`src/rtl/carry_out_gen_if.sv`:
```
// Carry-out stage bundle: per-slice carries and mode qualifiers in, qualified carries out.
// Latency: none (signal container only).
// Backpressure: none; CEP is the only flow qualifier and it stalls the output register.
//
// Ports (via modports):
//   cep          - clock enable of the carry-out register (shared with P register)
//   carry_int    - raw adder carries out of bits 11/23/35/47
//   alumode      - current ALU operation code
//   mult_active  - multiplier routed into X/Y this cycle
//   mult_sign    - sign bit of the multiplier product
//   carryout     - qualified per-segment carry out to fabric
//   carrycascout - cascaded carry to the next slice
//   multsignout  - cascaded multiplier sign to the next slice
interface carry_out_gen_if;
    logic       cep;
    logic [3:0] carry_int;
    logic [3:0] alumode;
    logic       mult_active;
    logic       mult_sign;
    logic [3:0] carryout;
    logic       carrycascout;
    logic       multsignout;

    modport master (
        output cep, carry_int, alumode, mult_active, mult_sign,
        input  carryout, carrycascout, multsignout
    );

    modport slave (
        input  cep, carry_int, alumode, mult_active, mult_sign,
        output carryout, carrycascout, multsignout
    );
endinterface

```
`src/rtl/carry_out_gen.sv`:
```
// Qualifies raw segment carries by SIMD mode, ALU op and multiplier use for fabric and cascade.
// Latency: 1 enabled CLK edge when CARRYOUTREG=1, combinational when CARRYOUTREG=0.
// Backpressure: CEP=0 freezes the output register (RSTP ignored while frozen).
//
// Ports:
//   CLK  - slice clock
//   RSTP - synchronous active-high reset, only effective together with CEP
//   io   - carry_out_gen_if.slave bundle (enable, carries, mode inputs, qualified outputs)
module carry_out_gen #(
    parameter int CARRYOUTREG = 1,
    parameter int USE_SIMD    = 0
) (
    input  logic              CLK,
    input  logic              RSTP,
    carry_out_gen_if.slave    io
);

    // Segment keep-mask: carries only leave at the top of each active segment.
    // Unknown USE_SIMD values fall back to a single 48-bit segment.
    localparam logic [3:0] SEG_MASK = (USE_SIMD == 2) ? 4'b1111 :
                                      (USE_SIMD == 1) ? 4'b1010 :
                                                        4'b1000;

    logic       is_sub;
    logic       is_logic;
    logic [3:0] carry_adj;
    logic [3:0] carryout_d;
    logic       carrycascout_d;
    logic       multsignout_d;

    logic [3:0] carryout_q;
    logic       carrycascout_q;
    logic       multsignout_q;

    always_comb begin
        is_sub   = (io.alumode == 4'b0011);
        is_logic = (io.alumode[3:2] != 2'b00);

        // Z-(X+Y+CIN) reports a borrow, which is the complement of the adder carry.
        carry_adj = io.carry_int ^ {4{is_sub}};

        carryout_d     = '0;
        carrycascout_d = 1'b0;
        multsignout_d  = io.mult_active & io.mult_sign;

        if (!is_logic) begin
            // The cascade always follows bit 47, independent of segmentation, and
            // is still produced while the multiplier is in use.
            carrycascout_d = carry_adj[3];
            if (!io.mult_active) begin
                carryout_d = carry_adj & SEG_MASK;
            end
        end
    end

    // Built unconditionally; the output select below drops it when CARRYOUTREG=0.
    always_ff @(posedge CLK) begin
        if (io.cep) begin
            if (RSTP) begin
                carryout_q     <= '0;
                carrycascout_q <= 1'b0;
                multsignout_q  <= 1'b0;
            end else begin
                carryout_q     <= carryout_d;
                carrycascout_q <= carrycascout_d;
                multsignout_q  <= multsignout_d;
            end
        end
    end

    assign io.carryout     = (CARRYOUTREG != 0) ? carryout_q     : carryout_d;
    assign io.carrycascout = (CARRYOUTREG != 0) ? carrycascout_q : carrycascout_d;
    assign io.multsignout  = (CARRYOUTREG != 0) ? multsignout_q  : multsignout_d;

endmodule

```
`src/flat_wrapper.sv`:
```
// flat-port wrapper written by rule: the top's interface ports become plain ports
module carry_out_gen_flat 
#(
    parameter int CARRYOUTREG = 1,
    parameter int USE_SIMD    = 0
)
  (CLK, RSTP, io_cep, io_carry_int, io_alumode, io_mult_active, io_mult_sign, io_carryout, io_carrycascout, io_multsignout);
  carry_out_gen_if io_i ();
  input  logic CLK;
  input  logic RSTP;
  input wire logic [$bits(io_i.cep)-1:0] io_cep;
  input wire logic [$bits(io_i.carry_int)-1:0] io_carry_int;
  input wire logic [$bits(io_i.alumode)-1:0] io_alumode;
  input wire logic [$bits(io_i.mult_active)-1:0] io_mult_active;
  input wire logic [$bits(io_i.mult_sign)-1:0] io_mult_sign;
  output wire logic [$bits(io_i.carryout)-1:0] io_carryout;
  output wire logic [$bits(io_i.carrycascout)-1:0] io_carrycascout;
  output wire logic [$bits(io_i.multsignout)-1:0] io_multsignout;
  assign io_i.cep = io_cep;
  assign io_i.carry_int = io_carry_int;
  assign io_i.alumode = io_alumode;
  assign io_i.mult_active = io_mult_active;
  assign io_i.mult_sign = io_mult_sign;
  assign io_carryout = io_i.carryout;
  assign io_carrycascout = io_i.carrycascout;
  assign io_multsignout = io_i.multsignout;
  carry_out_gen #(.CARRYOUTREG(CARRYOUTREG), .USE_SIMD(USE_SIMD)) u_core (.CLK(CLK), .RSTP(RSTP), .io(io_i));
endmodule
```
`config.mk`:
```
export PLATFORM = sky130hd
export DESIGN_NAME = carry_out_gen_flat
export DESIGN_NICKNAME = d
export VERILOG_FILES = /design/src/rtl/carry_out_gen_if.sv /design/src/rtl/carry_out_gen.sv /design/src/flat_wrapper.sv
export SDC_FILE = /design/constraint.sdc
export NUM_CORES = 1
export LEC_CHECK = 0
export ABC_AREA = 1
export BUFFER_PORTS_ARGS = -buffer_cell sky130_fd_sc_hd__buf_2
export CORE_AREA = 3 3 40 42
export CTS_CLUSTER_DIAMETER = 100
export DETAILED_ROUTE_END_ITERATION = 8
export DIE_AREA = 0 0 43 45
export PLACE_DENSITY = 0.38
export SLEW_MARGIN = 5
export SYNTH_ARGS = -nofsm -noshare
export SYNTH_HDL_FRONTEND = slang
export SYNTH_SLANG_ARGS = --single-unit
```
`constraint.sdc`:
```
create_clock -name CLK -period 1.44 [get_ports CLK]
set_input_delay 0.216 -clock CLK [delete_from_list [all_inputs] [get_ports CLK]]
set_output_delay 0.216 -clock CLK [all_outputs]
set_load 0.1 [all_outputs]
```
==> results of run 1 <==
## worst paths after layout
check  cells after the start                      to  slack, ns
min                        1  u_core.io.carrycascout       0.23
max                        1          io_carryout[3]       0.27
## power groups by stage
| stage | Clock, mW | Sequential [mW] | Combinational [mW] |
|---|---|---|---|
| finish | 0.144 | 0.104 | 0.106 |
| global route | 0.161 | 0.104 | 0.111 |
| CTS | 0.154 | 0.104 | 0.106 |
| detailed placement | 0 | 0.105 | 0.106 |
| global placement | 0 | 0.105 | 0.106 |
| floorplan | 0 | 0.148 | 0.0494 |
## synth_stat cells
library cell  number
inv_1              3
edfxtp_1           3
conb_1             1
buf_4              3
nor2_2             1
nand3_1            1
nor2_1             4
nand2_1            7
## cells by family after synthesis
logic type,after synthesis
buf+inv,6
flops,3
simple gates,13
other cells,1
## state kept, by name (all words and copies together), names as in the netlist
signal and flops:
u_core.io.carrycascout 1, u_core.io.multsignout 1, u_core.io.carryout 1
## routing by layer
| layer | track usage [%] | routed length (um) | vias up |
|---|---|---|---|
| met2 | 6.89 | 210 | 7 |
| li1 | - | - | 93 |
| met5 | 0 | 0 | - |
| met4 | 5.42 | 0 | 0 |
| met3 | 3.98 | 40 | 0 |
| met1 | 2.17 | 116 | 76 |
## stage by stage
| stage | hold WS, ns | worst slack, ns | utilization (%) | instances |
|---|---|---|---|---|
| floorplan | 0.328 | 0.320 | - | 25 |
| global route | 0.229 | 0.237 | 21.0 | 53 |
| detailed placement | 0.466 | 0.480 | 19.0 | 49 |
| global placement | 0.466 | 0.483 | 19.0 | 49 |
| finish | 0.230 | 0.267 | 21.0 | 53 |
| CTS | 0.221 | 0.249 | 21.0 | 53 |
## area by class of cell
type                       instances  area [um2]  area share [%]
clock buffer                       4        26.3            9.72
inverter                           3        11.3            4.17
multi-input combinational         16        63.8            23.6
sequential                         3        90.1            33.3
tap                               15        18.8            6.94
timing repair buffer              12        60.1            22.2
==> metrics, run 1 <==
Initial Util=14.0%; GPL Wtd Cong=0.605; CTS Hold Bufs=0; Final setup viols=0; root buffer cell=clkbuf_4; Synth cell types=8; RSZ-0062 raised after global routing=false; Critical Setup Path Class=reg -> out; core area=0.00128 mm2; largest family of logic cells by synthesized area=simple AND/OR/NAND/NOR gates; total gr overflow=0; final setup TNS=0 ns; # IOs=19; Pint=0.223 mW; Synth Area in Adders=0%; critical path startpoint category=flip-flop; drt drc=0; crit-path max cell delay=0.42 ns; Pwr Total=0.354 mW; vias in the first global route=153; initial antenna violation count=0; DPL Wire Length=316 um; crit path time final=1.17 ns; DP Area=244 um2; sw frac=37.1%; mean area per synthesized cell=7.83 um2; Synth Area in XOR/XNOR=0%; wire length per cell=6.92 um; Post-Synth Simple-Gate Area=29.2%; power share of the combinational group=30.0%; FF+latch count, synth=3; Final Hold Viols=0; status=finished clean; CTS tree=done; CP arrival=0.96 ns; WL final=367 um; Pleak=0.143 nW; Antenna Nets Post-Route=0; maximum capacitance violations=0; Synth area leader=edfxtp_1; Synth top area share=50.0%; Hold WC Path Type=in -> reg; sequential power share=29.3%; post-route cell area=270 um2; Syn. warnings=0; most frequent cells in the layout=12 x buf_2, 7 x nand2_1, 4 x nor2_1; total clock sinks=3; Die Ht=45 um; clock share of power=40.7%; antenna fix cells=0; fmax=853 MHz; htree depth=1; Die W=43 um; first-pass GRT wire length=517 um; pwr/cell area=1310 mW/mm2; Crit path required time=1.22 ns; num rows=13; NumNets Final=52; Layout area overhead=50.0%; VDD IR max=0.164 mV; CP max stage cell=buf_2; synthesized area=180 um2; Synth Area in Compound Gates=0%; Psw=0.131 mW; Num CTS Buffers=3; Final Max Slew Viols=0; worst-path cell chain=buf_2; sequential fraction of the synthesis area=50.0%; Vias per Instance=3.32; First-pass DRT Iterations=1; Hold Crit Start=io_cep; fraction of layout cells with a size suffix above 1=42.1%; CP Capture Type=output pin; postcts setup bufs=0; Worst setup startpoint=u_core.io.carryout[3]; commonest non-fill, non-tap cell in the layout=buf_2; Die ar.=0.00194 mm2; First DRT Iteration DRCs=0; crit-path max FO=1; layout filler cell count=145; cell family with most CP delay=buffers and inverters; final period utilization=81.4%; CP bufs+invs=1; total track usage=4.25%; top post-synthesis cells by area=edfxtp_1 50%, nand2_1 15%, buf_4 13%; Longest Clk Path Bufs=2; Syn Inst Count=23; vias=176; post-cts resize count=0; clock-pin slew on the worst setup and hold paths=0.04 ns; mux share of post-synthesis cell area=0%; IO buf count=12; largest net degree at the start of global routing=5
(Power assumes the default switching activity.)
==> run 2, diff against run 1 <==
- PLACE_DENSITY: 0.38 -> 0.39
- clock period: 1.44 -> 0.94 ns (I/O delays scaled with it)
==> run 2 against run 1 <==
  * The run now ends with setup timing left
  * Sequential power grew 58%
  * Setup slack lost 0.29 ns
  * Global-route usage grew 0.60 points
  * Critical path type unchanged
  * Largest cell class is now non-clock buffers
==> metrics, run 2 (synthesized netlist as in run 1, its figures left out) <==
final period utilization=103%; DP Area=297 um2 (was 244 um2); Hold WS=0.148 ns (was 0.230 ns); total track usage=4.85% (was 4.25%); Final Max Slew Viols=0 (unchanged); CP arrival=0.82 ns (was 0.96 ns); CP Capture Type=output pin (unchanged); most frequent cells in the layout=9 x buf_2, 7 x nand2_1, 4 x nor2_1 (was 12 x buf_2, 7 x nand2_1, 4 x nor2_1); Final Hold Viols=0 (unchanged); pwr/cell area=1810 mW/mm2 (was 1310 mW/mm2); Layout area overhead=79.2% (was 50.0%); WL final=358 um (was 367 um); first-pass GRT wire length=572 um (was 517 um); Pwr Total=0.584 mW (was 0.354 mW); vias=175 (was 176); fmax=1040 MHz; fraction of layout cells with a size suffix above 1=43.6% (was 42.1%); dpl cells=50 (was 49); postcts setup bufs=0 (unchanged); total gr overflow=0 (unchanged); Hold WC Path Type=in -> reg (unchanged); cell family with most CP delay=flip-flops (was buffers and inverters); status=finished with violations (was finished clean); antenna fix cells=0 (unchanged); core area=0.00128 mm2 (unchanged); num rows=13 (unchanged); Die ar.=0.00194 mm2 (unchanged); GPL Wtd Cong=0.602 (was 0.605); htree depth=1 (unchanged); Antenna Nets Post-Route=0 (unchanged); layout filler cell count=141 (was 145); First-pass DRT Iterations=2 (was 1); crit-path max cell delay=0.40 ns (was 0.42 ns); failing checks=setup timing; total clock sinks=3 (unchanged); drt drc=0 (unchanged); area of the multi-input gates=63.8 um2 (unchanged); Register Area=90.1 um2 (unchanged); root buffer cell=clkbuf_4 (unchanged); maximum capacitance violations=0 (unchanged); pre-CTS setup slack=0.0961 ns (was 0.480 ns); crit-path max FO=1 (unchanged); vias in the first global route=156 (was 153); final setup TNS=-0.0687 ns (was 0 ns); critical path startpoint category=flip-flop (unchanged); CP max stage cell=edfxtp_1 (was buf_2); clock-pin slew on the worst setup and hold paths=0.04 ns (about the same); post-cts resize count=0 (unchanged); VDD IR max=0.315 mV (was 0.164 mV); Pleak=0.165 nW (was 0.143 nW); Final setup viols=3 (was 0); Hold Path Sink=u_core.io.carryout[3] (was u_core.io.carrycascout); NumNets Final=53 (was 52); Initial Util=14.0% (unchanged); Vias per Instance=3.24 (was 3.32); largest net degree at the start of global routing=4 (was 5); RSZ-0062 raised after global routing=true (was false); First DRT Iteration DRCs=4 (was 0); Longest Clk Path Bufs=2 (unchanged); Layout Utilization=25.1% (was 21.0%); # IOs=19 (unchanged); CP bufs+invs=1 (unchanged); wire length per cell=6.63 um (was 6.92 um); commonest non-fill, non-tap cell in the layout=buf_2 (unchanged); post-route insts no fill=54 (was 53); IO buf count=12 (unchanged); post-route cell area=323 um2 (was 270 um2); worst-path cell chain=buf_12 (was buf_2); CTS tree=done (unchanged); Die W=43 um (unchanged); initial antenna violation count=0 (unchanged); Critical Setup Path Class=reg -> out (unchanged); Hold Crit Start=io_cep (unchanged); Worst Setup Slack, final=-0.0253 ns (was 0.267 ns); crit path time final=0.965 ns; hold path cells=1 (unchanged); Crit path required time=0.80 ns (was 1.22 ns); Die Ht=45 um (unchanged); Num CTS Buffers=3 (unchanged)
==> run 2: cell type report <==
class,instances,area share [%]
inverter,3,3.49
tap,15,5.81
sequential,3,27.9
clock buffer,4,8.14
timing repair buffer,13,34.9
multi-input combinational,16,19.8
==> run 2: report_power, final <==
group	internal, mW	switching [mW]
Combinational	0.0540	0.139
Sequential	0.158	0.00651
Clock	0.159	0.0675
Total	0.371	0.213
==> run 2: timing repair <==
item                                    4_1_cts  5_1_grt
hold buffers                                  0        0
endpoints found under the setup margin        3        3
pin swaps                                     0        0
==> run 2: worst max-delay path by stage <==
stage,cells after the start,to,start
2_1_floorplan,0,io_carrycascout,u_core.io.carrycascout
3_3_place_gp,5,u_core.io.carrycascout,io_alumode[3]
3_5_place_dp,5,u_core.io.carrycascout,io_alumode[3]
4_1_cts,1,io_multsignout,u_core.io.multsignout
5_1_grt,1,io_carryout[3],u_core.io.carryout[3]
6_report,1,io_carryout[3],u_core.io.carryout[3]
==> run 2: layer usage <==
| layer | track usage, % | part of all wire, % |
|---|---|---|
| met1 | 4.63 | 45 |
| met3 | 3.59 | 22 |
| met4 | 7.23 | 2.5 |
| met5 | 0 | 0 |
| met2 | 5.39 | 30 |
